`config.mk`:
```
export PLATFORM = sky130hd
export DESIGN_NAME = mem_stage
export DESIGN_NICKNAME = d
export VERILOG_FILES = /design/src/rtl/mem_stage_pkg.sv /design/src/rtl/mem_stage_store_align.sv /design/src/rtl/mem_stage.sv
export SDC_FILE = /design/constraint.sdc
export NUM_CORES = 1
export LEC_CHECK = 0
export ABC_CLOCK_PERIOD_IN_PS = 4800
export CAP_MARGIN = 20
export CORE_AREA = 2 2 136 138
export DETAILED_ROUTE_END_ITERATION = 10
export DIE_AREA = 0 0 138 140
export PLACE_DENSITY_LB_ADDON = 0.15
export SLEW_MARGIN = 20
export SYNTH_ARGS = -nofsm -noshare
export SYNTH_HDL_FRONTEND = slang
export SYNTH_SLANG_ARGS = --single-unit
```
`constraint.sdc`:
```
create_clock -name clk -period 4.8 [get_ports clk]
set_input_delay 0.72 -clock clk [delete_from_list [all_inputs] [get_ports clk]]
set_output_delay 0.72 -clock clk [all_outputs]
set_load 0.01 [all_outputs]
```
`src/rtl/mem_stage_pkg.sv`:
```
// Shared types for the MEM stage: FSM states, store size codes, load-select layout.
// MEM_UNALIGNED_LS_EN keeps the LWL/LWR load-select bits; otherwise they are cleared.
package mem_stage_pkg;

  localparam int GPR_W      = 5;
  localparam int LOAD_SEL_W = 11;

  // Load-select layout: [4:0] LB/LBU/LH/LHU/LW, [7:5] L0-L2, [10:8] R1-R3.
  // A size-3 store is SWL when any L bit is set, otherwise SWR.
  localparam logic [LOAD_SEL_W-1:0] LSEL_L_MASK = 11'b000_1110_0000;
  localparam logic [LOAD_SEL_W-1:0] LSEL_R_MASK = 11'b111_0000_0000;

  localparam logic [1:0] SIZE_BYTE = 2'd0;
  localparam logic [1:0] SIZE_HALF = 2'd1;
  localparam logic [1:0] SIZE_WORD = 2'd2;
  localparam logic [1:0] SIZE_UNAL = 2'd3;

  typedef enum logic [1:0] {
    ST_EMPTY = 2'd0,
    ST_REQ   = 2'd1,
    ST_DONE  = 2'd2
  } mem_state_e;

  typedef enum logic [2:0] {
    SK_NONE = 3'd0,
    SK_B    = 3'd1,
    SK_H    = 3'd2,
    SK_W    = 3'd3,
    SK_L    = 3'd4,
    SK_R    = 3'd5
  } store_kind_e;

  function automatic logic [LOAD_SEL_W-1:0] keep_load_sel(input logic [LOAD_SEL_W-1:0] sel);
`ifdef MEM_UNALIGNED_LS_EN
    keep_load_sel = sel;
`else
    keep_load_sel = sel & ~(LSEL_L_MASK | LSEL_R_MASK);
`endif
  endfunction

endpackage

```
`src/rtl/mem_stage_store_align.sv`:
```
// Combinational store strobe/data alignment for byte, half, word and (MEM_UNALIGNED_LS_EN) SWL/SWR.
// Zero latency; no flow control of its own.
module mem_stage_store_align
  import mem_stage_pkg::*;
(
  input  store_kind_e kind,
  input  logic [1:0]  off,
  input  logic [31:0] rt,
  output logic [3:0]  wstrb,
  output logic [31:0] wdata
);

  always_comb begin
    wstrb = 4'b0000;
    wdata = 32'h0;
    case (kind)
      SK_B: begin
        wstrb = 4'b0001 << off;
        wdata = {4{rt[7:0]}};
      end
      SK_H: begin
        wstrb = 4'b0011 << off;
        wdata = {2{rt[15:0]}};
      end
      SK_W: begin
        wstrb = 4'b1111;
        wdata = rt;
      end
`ifdef MEM_UNALIGNED_LS_EN
      SK_L: begin
        wstrb = 4'b1111 >> (2'd3 - off);
        wdata = rt >> (5'd24 - {off, 3'b000});
      end
      SK_R: begin
        wstrb = 4'b1111 << off;
        wdata = rt << {off, 3'b000};
      end
`endif
      default: ;
    endcase
  end

endmodule

```
`src/rtl/mem_stage.sv`:
```
// MEM pipeline stage: one data-bus address request per load/store, result held for WB until taken.
// Stalls EXE while the request is pending or WB refuses; MEM_UNALIGNED_LS_EN enables SWL/SWR.
module mem_stage
  import mem_stage_pkg::*;
(
  input  logic                  clk,
  input  logic                  rst,
  input  logic                  EXE_valid_w_i,
  output logic                  MEM_allowin_w_o,
  input  logic                  WB_allowin_w_i,
  output logic                  MEM_valid_w_o,
  input  logic                  flush_w_i,
  input  logic                  EXE_memReq_i,
  input  logic                  EXE_memWrite_i,
  input  logic [1:0]            EXE_memSize_i,
  input  logic [31:0]           EXE_memAddr_i,
  input  logic [31:0]           EXE_rtData_i,
  input  logic [31:0]           EXE_VAddr_i,
  input  logic [31:0]           EXE_finalRes_i,
  input  logic [GPR_W-1:0]      EXE_writeNum_i,
  input  logic [LOAD_SEL_W-1:0] EXE_loadSel_i,
  input  logic                  EXE_exceptionRisk_i,
  input  logic                  EXE_isDangerous_i,
  output logic [GPR_W-1:0]      MEM_writeNum_i,
  output logic [31:0]           MEM_finalRes_i,
  output logic [31:0]           MEM_VAddr_i,
  output logic [31:0]           MEM_rtData_i,
  output logic                  MEM_exceptionRisk_i,
  output logic                  MEM_isDangerous_i,
  output logic [LOAD_SEL_W-1:0] MEM_loadSel_i,
  output logic [1:0]            MEM_alignCheck_i,
  output logic                  data_req,
  output logic                  data_wr,
  output logic [1:0]            data_size,
  output logic [31:0]           data_addr,
  output logic [31:0]           data_wdata,
  output logic [3:0]            data_wstrb,
  input  logic                  data_addr_ok
);

  mem_state_e  state;
  store_kind_e kind_q;
  store_kind_e exe_kind;
  logic [31:2] addr_q;
  logic        wr_q;
  logic        accept;
  logic        needs_bus;

  assign MEM_allowin_w_o = (state == ST_EMPTY) || (state == ST_DONE && WB_allowin_w_i);
  assign MEM_valid_w_o   = (state == ST_DONE);
  assign accept          = EXE_valid_w_i && MEM_allowin_w_o && !flush_w_i;

  always_comb begin
    exe_kind = SK_NONE;
    if (EXE_memWrite_i) begin
      case (EXE_memSize_i)
        SIZE_BYTE: exe_kind = SK_B;
        SIZE_HALF: exe_kind = SK_H;
        SIZE_WORD: exe_kind = SK_W;
`ifdef MEM_UNALIGNED_LS_EN
        SIZE_UNAL: exe_kind = (|(EXE_loadSel_i & LSEL_L_MASK)) ? SK_L : SK_R;
`else
        SIZE_UNAL: exe_kind = SK_NONE;
`endif
      endcase
    end
    // A store with no usable kind (disabled SWL/SWR) completes without touching the bus.
    needs_bus = EXE_memReq_i && !EXE_exceptionRisk_i && !(EXE_memWrite_i && exe_kind == SK_NONE);
  end

  always_ff @(posedge clk or negedge rst) begin
    if (!rst) begin
      state               <= ST_EMPTY;
      kind_q              <= SK_NONE;
      addr_q              <= '0;
      wr_q                <= 1'b0;
      MEM_writeNum_i      <= '0;
      MEM_finalRes_i      <= '0;
      MEM_VAddr_i         <= '0;
      MEM_rtData_i        <= '0;
      MEM_exceptionRisk_i <= 1'b0;
      MEM_isDangerous_i   <= 1'b0;
      MEM_loadSel_i       <= '0;
      MEM_alignCheck_i    <= '0;
    end else begin
      if (accept) begin
        kind_q              <= exe_kind;
        addr_q              <= EXE_memAddr_i[31:2];
        wr_q                <= EXE_memWrite_i;
        MEM_writeNum_i      <= EXE_writeNum_i;
        MEM_finalRes_i      <= EXE_finalRes_i;
        MEM_VAddr_i         <= EXE_VAddr_i;
        MEM_rtData_i        <= EXE_rtData_i;
        MEM_exceptionRisk_i <= EXE_exceptionRisk_i;
        MEM_isDangerous_i   <= EXE_isDangerous_i;
        MEM_loadSel_i       <= keep_load_sel(EXE_loadSel_i);
        MEM_alignCheck_i    <= EXE_memAddr_i[1:0];
      end
      if (flush_w_i) begin
        state <= ST_EMPTY;
      end else begin
        case (state)
          ST_REQ: if (data_addr_ok) state <= ST_DONE;
          ST_EMPTY, ST_DONE: begin
            if (accept)
              state <= needs_bus ? ST_REQ : ST_DONE;
            else if (state == ST_DONE && WB_allowin_w_i)
              state <= ST_EMPTY;
          end
          default: state <= ST_EMPTY;
        endcase
      end
    end
  end

  assign data_req  = (state == ST_REQ);
  assign data_wr   = wr_q;
  assign data_addr = {addr_q, 2'b00};

  always_comb begin
    data_size = SIZE_WORD;
    if (kind_q == SK_B)      data_size = SIZE_BYTE;
    else if (kind_q == SK_H) data_size = SIZE_HALF;
  end

  mem_stage_store_align store_align (
    .kind  (kind_q),
    .off   (MEM_alignCheck_i),
    .rt    (MEM_rtData_i),
    .wstrb (data_wstrb),
    .wdata (data_wdata)
  );

endmodule

```
==> impl_metrics.yaml <==
status:
  status: "complete, no violations"
die:
  start_util: 0.345
  fp.dieW_microns: 138
  core-area_sq_um: 17800
  floorplan.die.height_microns: 140
  io_count: 346
  die-area_sq_um: 19300
  core.rowCount: 49
logic_synthesis:
  synthAdderAreaFrac: 0.0143
  post_synthesis_mean_instance_area_sq_um: 8.50
  synth.yosys.seq_area_share: 0.591
  synth-seq-cells: 145
  yosys.area_share.xor_xnor: 0
  warning_count_from_the_yosys_run: 0
  synth-simple-area-share: 0.296
  synth_mux_area_frac: 0
  syn-cell-area_sq_um: 6140
  synth_top_family_by_area: "simple AND/OR/NAND/NOR gates"
  number_of_different_library_cells_in_the_post_synthesis_netlist: 28
  synthesis.instances: 722
  synth_compound_gate_area_share: 0.0473
sta:
  timing.max_slew.rel_slack: 0.337
  setup_viol: 0
  finalSetupTns_ns: 0
  period_needed_ns: 3.60
  post-route-worst-setup-slack_ns: 1.20
  setup_repair_after_global_routing_missed_its_margin: "false"
  hold_slack_ns: 0.406
  post-route-period-util: 0.749
  worst_clock_skew_ns: 0.00882
  timing.fmax_ghz: 0.278
  report.final.slew_viol_count: 0
  timing.final.hold_violations: 0
  slew_at_the_pin_with_the_worst_max_slew_slack_ns: 0.995
clock_network:
  root_buffer: "clkbuf_16"
  cts.hold.buffers_added: 0
  cts-htree-levels: 4
  cts_tree: "done"
  post_cts.resized_instances: 0
  cts-root-to-sink-buffers: 2
  numClockSinks: 145
  clk_latency_ns: 0.41
  numCtsBuffers: 17
  cts.reportedPaths.clkPinSlew_ns: 0.07
  cts_setup_buffers: 0
route:
  drt-vias-per-instance: 4.49
  route.vias.total: 5745
  detail_route.iter0.violations: 399
  detail_route.first_pass.iterations: 4
  remaining_drc_errors: 0
  antenna_violating_nets_post_route: 0
  wirelength_microns: 20400
  route.detailed.wl_per_inst_microns: 16.0
critical_path:
  worst-path-max-fanout: 22
  critical_path_class: "register to primary output"
  required_time_at_the_worst_slack_endpoint_ns: 4.08
  crit_path_start_kind: "register"
  worstPathArrival_ns: 2.88
  worst_setup_path_end_kind: "primary output"
power_and_ir_drop:
  power.leakage_nw: 4.83
  p_per_area_nw_per_um2: 398
  peakVddDrop_mv: 0.235
  total_power_mw: 4.04
layout:
  number_of_antenna_diodes: 0
  layout_commonest_cell: "nand2_1"
  layout_common_cells: "nand2_1, clkdlybuf4s50_1, dfrtp_1, a21oi_1, clkbuf_16"
  seq_area_sq_um: 3630
  multi_input_area_sq_um: 2230
  fillers: 1657
  synthToLayoutAreaGrowth_pct: 65.4
  postLayoutCoreUtil: 0.571
  final_layout_size_suffix_gt1_frac: 0.0410
  fin_nets: 1201
global_routing:
  grt_start_max_net_pins: 108
  vias_in_the_first_global_route: 5758
  global_route_total_overflow: 0
  grt_use_total: 0.210
  grt_first_pass_wirelength_microns: 31900
  number_of_antenna_violations_at_the_first_check_in_global_routing: 0
worst_hold_path:
  holdCritPathClass: "input port to asynchronous set/reset pin"
placement:
  finalWeightedCongestion: 0.803
  pre_cts_slack_ns: 1.62
  place.port_buffers: 331
  dp_hpwl_microns: 14400
run:
  drv.max_cap_violation_count: 0
==> registers in the layout (all words and copies together) (netlist names) <==
| signal | cells |
|---|---|
| MEM_VAddr_i | 32 |
| MEM_finalRes_i | 32 |
| state | 2 |
| MEM_exceptionRisk_i | 1 |
| MEM_isDangerous_i | 1 |
| addr_q | 30 |
| MEM_alignCheck_i | 2 |
| data_wr | 1 |
| MEM_writeNum_i | 5 |
| kind_q | 2 |
| MEM_loadSel_i | 5 |
| MEM_rtData_i | 32 |
==> where the power goes <==
| group | internal (mW) | switching, mW |
|---|---|---|
| Sequential | 1.42 | 0.140 |
| Clock | 0.840 | 0.557 |
| Combinational | 0.600 | 0.486 |
| Total | 2.86 | 1.18 |
==> metal layers <==
layer	GRT usage	wire, microns	vias up
li1	-	-	2841
met3	0.0940	1920	18
met2	0.338	9720	250
met1	0.258	8530	2636
met5	0	0	-
met4	0.0564	265	0
==> synthesized netlist by cell type <==
cell type  number  area [sq um]
a211oi_1        1          7.51
a21oi_1        17          85.1
a221oi_1        1          8.76
a22o_1          8          70.1
a22oi_1         8          60.1
a2bb2o_1        1          10.0
a31oi_1         3          18.8
and2_1          8          50.1
buf_1           1          3.75
buf_2          10          50.1
buf_4           8          60.1
buf_6           8          90.1
clkbuf_1       20          75.1
conb_1          1          3.75
dfrtp_1       145          3630
ha_1            7          87.6
inv_1           8          30.0
nand2_1       439          1650
nand3b_1        2          15.0
nor2_1         11          41.3
nor2b_1         3          18.8
nor2b_2         1          8.76
nor3_1          1          5.00
nor3b_1         1          7.51
o21ai_0         6          30.0
or2_2           1          6.26
or3b_1          1          8.76
or4b_2          1          10.0
==> per-stage QoR <==
| step | std cells | instance area (sq um) |
|---|---|---|
| 3_3_place_gp | 1248 | 9540 |
| 6_report | 1279 | 10200 |
| 3_5_place_dp | 1248 | 9540 |
| 5_1_grt | 1279 | 10200 |
| 2_1_floorplan | 729 | 6160 |
| 4_1_cts | 1279 | 10200 |
==> cell type report <==
cell class                 instances  area share
multi-input combinational        529       0.220
tap                              229      0.0282
clock inverter                    13      0.0173
clock buffer                      18      0.0433
sequential                       145       0.357
timing repair buffer             337       0.331
inverter                           8     0.00296
==> logic make-up after synthesis <==
kind of cell / count (synthesis)
AO/OA/AOI/OAI: 45
adder cells (fa/ha/maj): 7
buffers and inverters: 55
flip-flops: 145
other: 1
AND/OR/NAND/NOR: 469
==> path summary, 6_finish.rpt <==
path                            startpoint          endpoint  slack (ns)  depth (start not counted)
setup / recovery                 kind_q[1]    data_wdata[18]        1.20                          4
hold / removal                         rst  MEM_loadSel_i[0]        0.41                          1
setup reg to reg                  state[1]         kind_q[0]        2.60                          4
hold reg to reg            MEM_VAddr_i[28]   MEM_VAddr_i[28]        0.47                          2
max in group asynchronous              rst   MEM_VAddr_i[27]        3.22                          2
min in group clk           MEM_VAddr_i[28]   MEM_VAddr_i[28]        0.47                          2
==> worst max-delay path, stage by stage (launching register included) <==
cell and delay [ns]:
dfrtp_1 0.41, ha_1 0.68, nor2b_1 0.60, a22o_1 0.24, clkdlybuf4s50_1 0.54
Power figures use the tool's default switching activity.
